## src/rtl/mips_fetch_queue.sv

```systemverilog
// Instruction prefetch queue: issues sequential word fetches with at most one request
// outstanding, buffers returned words with their PCs in a FIFO, and squashes on redirect.
module mips_fetch_queue #(
  parameter int unsigned       ADDR_W   = 32,
  parameter int unsigned       DEPTH    = 4,
  parameter logic [ADDR_W-1:0] RESET_PC = '0
) (
  input  logic                       clk,
  input  logic                       reset,
  output logic                       imem_req,
  output logic [ADDR_W-1:0]          imem_addr,
  input  logic                       imem_rvalid,
  input  logic [31:0]                imem_rdata,
  input  logic                       redirect_valid,
  input  logic [ADDR_W-1:0]          redirect_pc,
  output logic                       ir_valid,
  input  logic                       ir_ready,
  output logic [31:0]                ir_data,
  output logic [ADDR_W-1:0]          ir_pc,
  output logic [$clog2(DEPTH+1)-1:0] count
);

  localparam int unsigned CntW = $clog2(DEPTH + 1);
  localparam int unsigned PtrW = $clog2(DEPTH);
  localparam logic [CntW:0] DepthLvl = (CntW + 1)'(DEPTH);

  typedef enum logic [1:0] {StIdle, StBusy, StFlush} state_e;

  state_e            state_q, state_d;
  logic [ADDR_W-1:0] fetch_pc_q;
  logic [ADDR_W-1:0] addr_q;      // address of the most recent (possibly outstanding) request
  logic [PtrW-1:0]   wr_ptr_q, rd_ptr_q;
  logic [CntW-1:0]   count_q, count_d;
  logic [31:0]       data_q [DEPTH];
  logic [ADDR_W-1:0] pc_q   [DEPTH];

  logic              push, pop, issue;
  logic [CntW:0]     level;
  logic              unused_redirect_lsbs;

  assign unused_redirect_lsbs = ^redirect_pc[1:0];

  always_comb begin
    push    = (state_q == StBusy) && imem_rvalid && !redirect_valid;
    pop     = (count_q != '0) && ir_ready && !redirect_valid;
    level   = {1'b0, count_q} + {{CntW{1'b0}}, push} - {{CntW{1'b0}}, pop};
    // Gated by reset so no request is visible while the block is held in reset.
    issue   = reset && !redirect_valid && (level < DepthLvl) &&
              ((state_q == StIdle) || ((state_q == StBusy) && imem_rvalid));
    count_d = count_q + CntW'(push) - CntW'(pop);
  end

  always_comb begin
    state_d = state_q;
    unique case (state_q)
      StIdle: begin
        if (issue) state_d = StBusy;
      end
      StBusy: begin
        if (redirect_valid) begin
          state_d = imem_rvalid ? StIdle : StFlush;
        end else if (imem_rvalid) begin
          state_d = issue ? StBusy : StIdle;
        end
      end
      StFlush: begin
        if (imem_rvalid) state_d = StIdle;
      end
      default: state_d = StIdle;
    endcase
  end

  assign imem_req  = issue;
  assign imem_addr = issue ? fetch_pc_q : addr_q;
  assign ir_valid  = (count_q != '0);
  assign ir_data   = data_q[rd_ptr_q];
  assign ir_pc     = pc_q[rd_ptr_q];
  assign count     = count_q;

  always_ff @(posedge clk or negedge reset) begin
    if (!reset) begin
      state_q    <= StIdle;
      fetch_pc_q <= RESET_PC;
      addr_q     <= RESET_PC;
      wr_ptr_q   <= '0;
      rd_ptr_q   <= '0;
      count_q    <= '0;
      data_q     <= '{default: '0};
      pc_q       <= '{default: '0};
    end else begin
      state_q <= state_d;
      if (redirect_valid) begin
        fetch_pc_q <= {redirect_pc[ADDR_W-1:2], 2'b00};
        wr_ptr_q   <= '0;
        rd_ptr_q   <= '0;
        count_q    <= '0;
      end else begin
        if (issue) begin
          fetch_pc_q <= fetch_pc_q + ADDR_W'(4);
          addr_q     <= fetch_pc_q;
        end
        if (push) begin
          data_q[wr_ptr_q] <= imem_rdata;
          pc_q[wr_ptr_q]   <= addr_q;
          wr_ptr_q         <= wr_ptr_q + PtrW'(1);
        end
        if (pop) rd_ptr_q <= rd_ptr_q + PtrW'(1);
        count_q <= count_d;
      end
    end
  end

endmodule

```

## config.mk

```make
export PLATFORM = sky130hd
export DESIGN_NAME = mips_fetch_queue
export DESIGN_NICKNAME = d
export VERILOG_FILES = /design/src/rtl/mips_fetch_queue.sv
export SDC_FILE = /design/constraint.sdc
export NUM_CORES = 1
export LEC_CHECK = 0
export CAP_MARGIN = 30
export CORE_ASPECT_RATIO = 0.7
export CORE_MARGIN = 4
export CORE_UTILIZATION = 53
export CTS_BUF_LIST = sky130_fd_sc_hd__clkbuf_2 sky130_fd_sc_hd__clkbuf_4 sky130_fd_sc_hd__clkbuf_8
export DETAILED_ROUTE_END_ITERATION = 7
export PLACE_DENSITY_LB_ADDON = 0.15
export SYNTH_ARGS = -nofsm -noshare
export SYNTH_HDL_FRONTEND = slang
export SYNTH_SLANG_ARGS = --single-unit
```

## constraint.sdc

```tcl
create_clock -name clk -period 3.5 [get_ports clk]
set_input_delay 0.35 -clock clk [delete_from_list [all_inputs] [get_ports clk]]
set_output_delay 0.35 -clock clk [all_outputs]
set_load 0.05 [all_outputs]
```

Word-level counts from Yosys, hierarchy flattened
Cells that the tools add are included.
{ "op_classes": {"addsub": 7, "magnitude_cmp": 4, "n_eq_ne": 5, "muxes": 25, "bitwise": 3, "n_reduce_logical": 17} }
{ "op_table": {"columns": ["cell", "n"], "rows": [
  ["$bwmux 128", 2],
  ["$mux 32", 8],
  ["$bmux 32 s2", 2],
  ["$demux 32 s2", 1],
  ["$add 32x3->32 const B", 1],
  ["$mux 2", 9],
  ["$logic_and 1x1->1", 8],
  ["$ge 3x3->1 const B", 2],
  ["$not 2->3", 2],
  ["$pmux 2 s3", 1],
  ["$reduce_bool 2->1", 3],
  ["$add 2x1->2 const B", 2],
  ["$add 3x1->4", 1],
  ["$lt 4x3->1 const B", 1],
  ["$ne 2x2->1 const B", 2],
  ["$sub 4x1->4", 1],
  ["$add 3x1->3", 1],
  ["$lt 3x1->1 const B", 1],
  ["$mux 3", 1],
  ["$ne 3x3->1 const B", 1],
  ["$reduce_and 3->1", 1],
  ["$reduce_bool 3->1", 1],
  ["$sub 3x1->3", 1],
  ["$eq 2x1->1 const B", 1],
  ["other kinds (7)", 7]
]} }
{ "totals": {"register_bits": 329, "in_bits": 69, "output_inout_bits": 101, "elab_cells": 75} }

Longest topological paths before layout
Gate-level depths: netlist of the first run.
{ "depth": {"ltp_word": 12, "ltp_mapped": 15, "depth_no_buf": 13} }

Worst setup path before layout of the first run
No wires, ideal clock.
{ "synth_timing": {"kind": "reg-to-output", "start": "reg count_q[1] (netlist: count[1])", "end": "out imem_addr[26]", "arrival_time_ns": 4.263, "t_required_ns": 3.150, "setup_slack_ns": -1.113, "path_stages_with_launch": 15, "path_buffers": 2, "cell_sequence": "dfrtp_1 -> or3_1 -> nand2_1 -> nor2_1 -> ha_1 -> inv_1 -> ha_1 -> fa_1 -> xnor2_2 -> and4b_2 -> nand3_1 -> nor2_1 -> clkbuf_1 -> buf_2 -> mux2_2"} }
{ "synth_between": {"elab_chain_cells": 8} }
{ "synth_rtl": {"columns": ["element", "line", "source"], "rows": [
  ["from (decl)", "33", "logic [CntW-1:0] count_q, count_d;"],
  ["from (signal assigned)", "108", "count_q <= count_d;"],
  ["$reduce_bool 3->1", null, null],
  ["named net ir_valid", "16", "output logic ir_valid,"],
  ["$logic_and 1x1->1 (2 in a row)", "45", "pop = (count_q != '0) && ir_ready && !redirect_valid;"],
  ["$sub 4x1->4", "46", "level = {1'b0, count_q} + {{CntW{1'b0}}, push} - {{CntW{1'b0}}, pop};"],
  ["$lt 4x3->1", "48", "issue = reset && !redirect_valid && (level < DepthLvl) &&"],
  ["$logic_and 1x1->1 (2 in a row)", "48", null],
  ["named net imem_req", "10", "output logic imem_req,"],
  ["$mux 32", "74", "assign imem_addr = issue ? fetch_pc_q : addr_q;"],
  ["to (decl)", "11", "output logic [ADDR_W-1:0] imem_addr,"]
]} }
The timed path passes the listed nets, and every way through them passes these cells.

Worst setup path in the final report of the first run
{ "layout_timing": {"start": "reg count_q[0] (netlist: count[0])", "end": "out imem_addr[8]"} }
{ "layout_between": {"elab_chain_cells": 8} }
{ "layout_rtl": {"columns": ["element", "line"], "rows": [
  ["branches (longest 3 deep; another with $add 3x1->4)", null],
  ["$sub 4x1->4 *", "46"],
  ["$lt 4x3->1 *", "48"],
  ["$logic_and 1x1->1 * (2 in a row)", "48"],
  ["$mux 32 *", "74"]
]} }
Mark *: on every way between the ends.

==> reports/results.txt, run 1 <==
Status = finished with violations
Failing checks = negative setup slack
Overall Power = 16.9 mW
PwrDens = 896 nW/µm²
Critical path peak fanout = 8
Syn_area_per_cell = 15.0 µm²
Final setup fails = 41
Post-layout min period = 4160 ps
Total GRT Usage = 22.6%
PortBufs = 167
Max_cap viols = 0
Relative slew slack = 38.2%
Post-synthesis register bit count = 327
DIE WIDTH = 208 µm
Initial Util = 54.6%
Global-route met3 utilization = 4.79%
Nets = 1293
GPL Wtd Cong = 0.780
Slew Limit Fails = 0
Residual DRC count = 0
Skew-Pair Late Insertion Delay = 580 ps
Routed vias/inst = 5.73
Drt pass-1 iters = 4
Routed wire length = 35.3 mm
I/O pins = 170
Worst Setup End Kind = output pin
Area after DPL = 17200 µm²
Cell Area, Synth = 14800 µm²
Startpoint types = flip-flop
DRT iter0 DRCs = 436
DIE HEIGHT = 148 µm
Most frequent cells in the layout = dfrtp_1 (322), mux2_2 (269), clkdlybuf4s50_1 (133)
Clk_skew = 12.8 ps
Design Area, Final = 18900 µm²
Core area = 27100 µm²
Util after Layout = 69.8%
Fin. Hold Viols = 0
Post-synth cell types = 42
GR Util met2 = 34.7%
Deepest clock path buffer count = 3
Mapped Cells = 989
ANT cells = 0
Avg WL per Cell = 21.9 µm
H-tree depth = 2
GRT Max-Usage Layer = met2
Filler cells = 1825
Dpl ws = -351 ps
Data arrival time of the worst path = 3810 ps
Leak pwr = 8.69 nW
F_max = 240 MHz
RSZ-0062 raised after global routing = true
Slowest stage delay, CP = 400 ps
Worst path bufs/invs = 4
Die ar. = 30700 µm²
Area growth from synthesis to layout = 27.9%
Least-Margin Pin Slew = 926 ps
Routed via count = 9232
Synth warnings = 0
Kind of critical path = flip-flop to output pin
Grt met1 use = 33.8%
First-pass GRT wire length = 55.4 mm
Vias in the first global route = 9744
CTS tree = yes
Reg clk slew, reported paths = 70 ps
Grt total ovfl = 0
Cell family with most CP delay = simple AND/OR/NAND/NOR gates
FP Rows = 50
Final worst slack = -662 ps
Layout cells sized above 1 = 48.2%
Fin crit share = 119%
Cells along the critical path = or3_4, nand2_2, nor2_1, ha_1, inv_2, ha_4, fa_2, xnor2_2, and4b_2, nand3_4, nor2_4, buf_12, clkbuf_16, mux2_4, buf_6
Initial antenna violation count = 3
Commonest non-fill, non-tap cell in the layout = dfrtp_1
Final ANT Viol Nets = 0
CP max-delay cell = dfrtp_2
CTS root buf = clkbuf_8
Num CTS Buffers = 49
Synth Net Count = 1068
Sequential fraction of the synthesis area = 55.3%
Worst hold path class = input port to flip-flop
Worst VDD drop = 806 µV
Dpl hpwl = 22.0 mm
Pin count of the biggest net entering global routing = 173
Sink Count = 327
Required @ worst endpoint = 3150 ps
synth_stat cells (all sizes together):
cell type / number / area (µm²)
dfrtp: 327 / 8180
mux2: 318 / 3580
mux4: 64 / 1440
clkbuf: 40 / 150
nor2: 27 / 101
nand2: 25 / 93.8
o21ai: 25 / 125
buf: 19 / 101
a31oi: 17 / 106
inv: 14 / 52.6
nand3: 14 / 70.1
or3: 13 / 82.6
nand4: 11 / 68.8
xnor2: 10 / 95.1
ha: 9 / 113
nor4: 9 / 62.6
nor2b: 8 / 50.1
xor2: 6 / 52.6
a21oi: 4 / 20.0
and3: 4 / 25.0
and4: 3 / 26.3
nand4b: 3 / 32.5
nor3: 3 / 15.0
a21o: 2 / 15.0
and2: 2 / 12.5
nand2b: 2 / 12.5
or4: 2 / 22.5
a211o: 1 / 8.76
a211oi: 1 / 7.51
a31o: 1 / 8.76
and4b: 1 / 11.3
fa: 1 / 20.0
mux2i: 1 / 10.0
o31ai: 1 / 7.51
or2: 1 / 6.26
area by class of cell:
cell class | count | area (µm²) | share of cell area [%]
Sequential cell | 327 | 8190 | 43.3
Multi-Input combinational cell | 590 | 6650 | 35.2
Clock buffer | 80 | 1010 | 5.36
Clock inverter | 5 | 30.0 | 0.159
Timing Repair Buffer | 232 | 2520 | 13.3
Tap cell | 364 | 455 | 2.41
Inverter | 14 | 52.6 | 0.278
cells by family (layout without fill, tap and decap cells):
group,Yosys count,after routing,synth area share (%)
AOI/OAI and AO/OA,52,52,2.02
xor gates and xnor gates,16,16,0.998
adders and majority gates,10,10,0.897
buffers and inverters,73,331,2.06
DFF,327,327,55.3
muxes,383,383,34.0
and+or+nand+nor,128,129,4.69
final timing paths:
| kind | end | depth (start not counted) | slack [ps] | start |
|---|---|---|---|---|
| setup reg to reg | fetch_pc_q[26]$_DFFE_PN0P_ | 15 | -170 | count[0]$_DFF_PN0_ |
| hold reg to reg | data_q[43]$_DFFE_PN0P_ | 1 | 500 | data_q[43]$_DFFE_PN0P_ |
| setup / recovery | imem_addr[8] | 15 | -660 | count[0]$_DFF_PN0_ |
| max in group asynchronous | rd_ptr_q[1]$_DFFE_PN0P_ | 3 | 2080 | reset |
| min in group asynchronous | data_q[5]$_DFFE_PN0P_ | 3 | 390 | reset |
| hold / removal | fetch_pc_q[5]$_DFFE_PN0P_ | 3 | 330 | redirect_pc[5] |
flip-flops by register name, indices dropped and copies added, names as in the netlist:
| signal | flops |
|---|---|
| addr_q | 32 |
| count | 3 |
| data_q | 128 |
| fetch_pc_q | 30 |
| pc_q | 128 |
| rd_ptr_q | 2 |
| state_q | 2 |
| wr_ptr_q | 2 |
tightest hold or removal path, delay by kind of cell:
family	cells	cell delay, ps
buf+inv	1	390
compound gates	1	70
simple gates	1	60
per-layer routing:
metal / vias up / share of wire [%]
met2: 211 / 46
met4: 6 / 1.9
li1: 4149 / -
met3: 56 / 5.0
met5: - / 0.13
met1: 4810 / 47
timing repair:
item / in CTS / in global routing
hold endpoints to repair: 27 / 0
hold buffers: 2 / 0
resized for setup: 36 / 47
gates cloned: 0 / 6
setup buffers: 0 / 14
endpoints found under the setup margin: 34 / 60
pin swaps: 1 / 18
power by group:
group	switching (mW)	internal [mW]	total [mW]
sequential	0.746	4.59	5.34
combinational	4.53	3.80	8.33
clock	1.45	1.82	3.27
per-stage QoR:
stage / instances / setup TNS [ps] / hold slack, ps
3_3_place_gp: 1506 / -11460 / 243
5_1_grt: 1612 / -27670 / 327
2_1_floorplan: 989 / -9280 / 54.4
4_1_cts: 1593 / -20100 / 298
3_5_place_dp: 1506 / -16920 / 242
6_report: 1612 / -21150 / 328
Note: power is estimated with default switching activity, not from simulation.
==> inputs of run 2 (changes only) <==
CTS_CLUSTER_DIAMETER = 150   (was unset)
==> results of run 2 <==
Same layout as run 1: the final DEF is identical, and so are final timing and power.
==> inputs of run 3 (changes only) <==
CAP_MARGIN = 20   (was 30)
==> results of run 3 <==
Same layout as run 1: the final DEF is identical, and so are final timing and power.
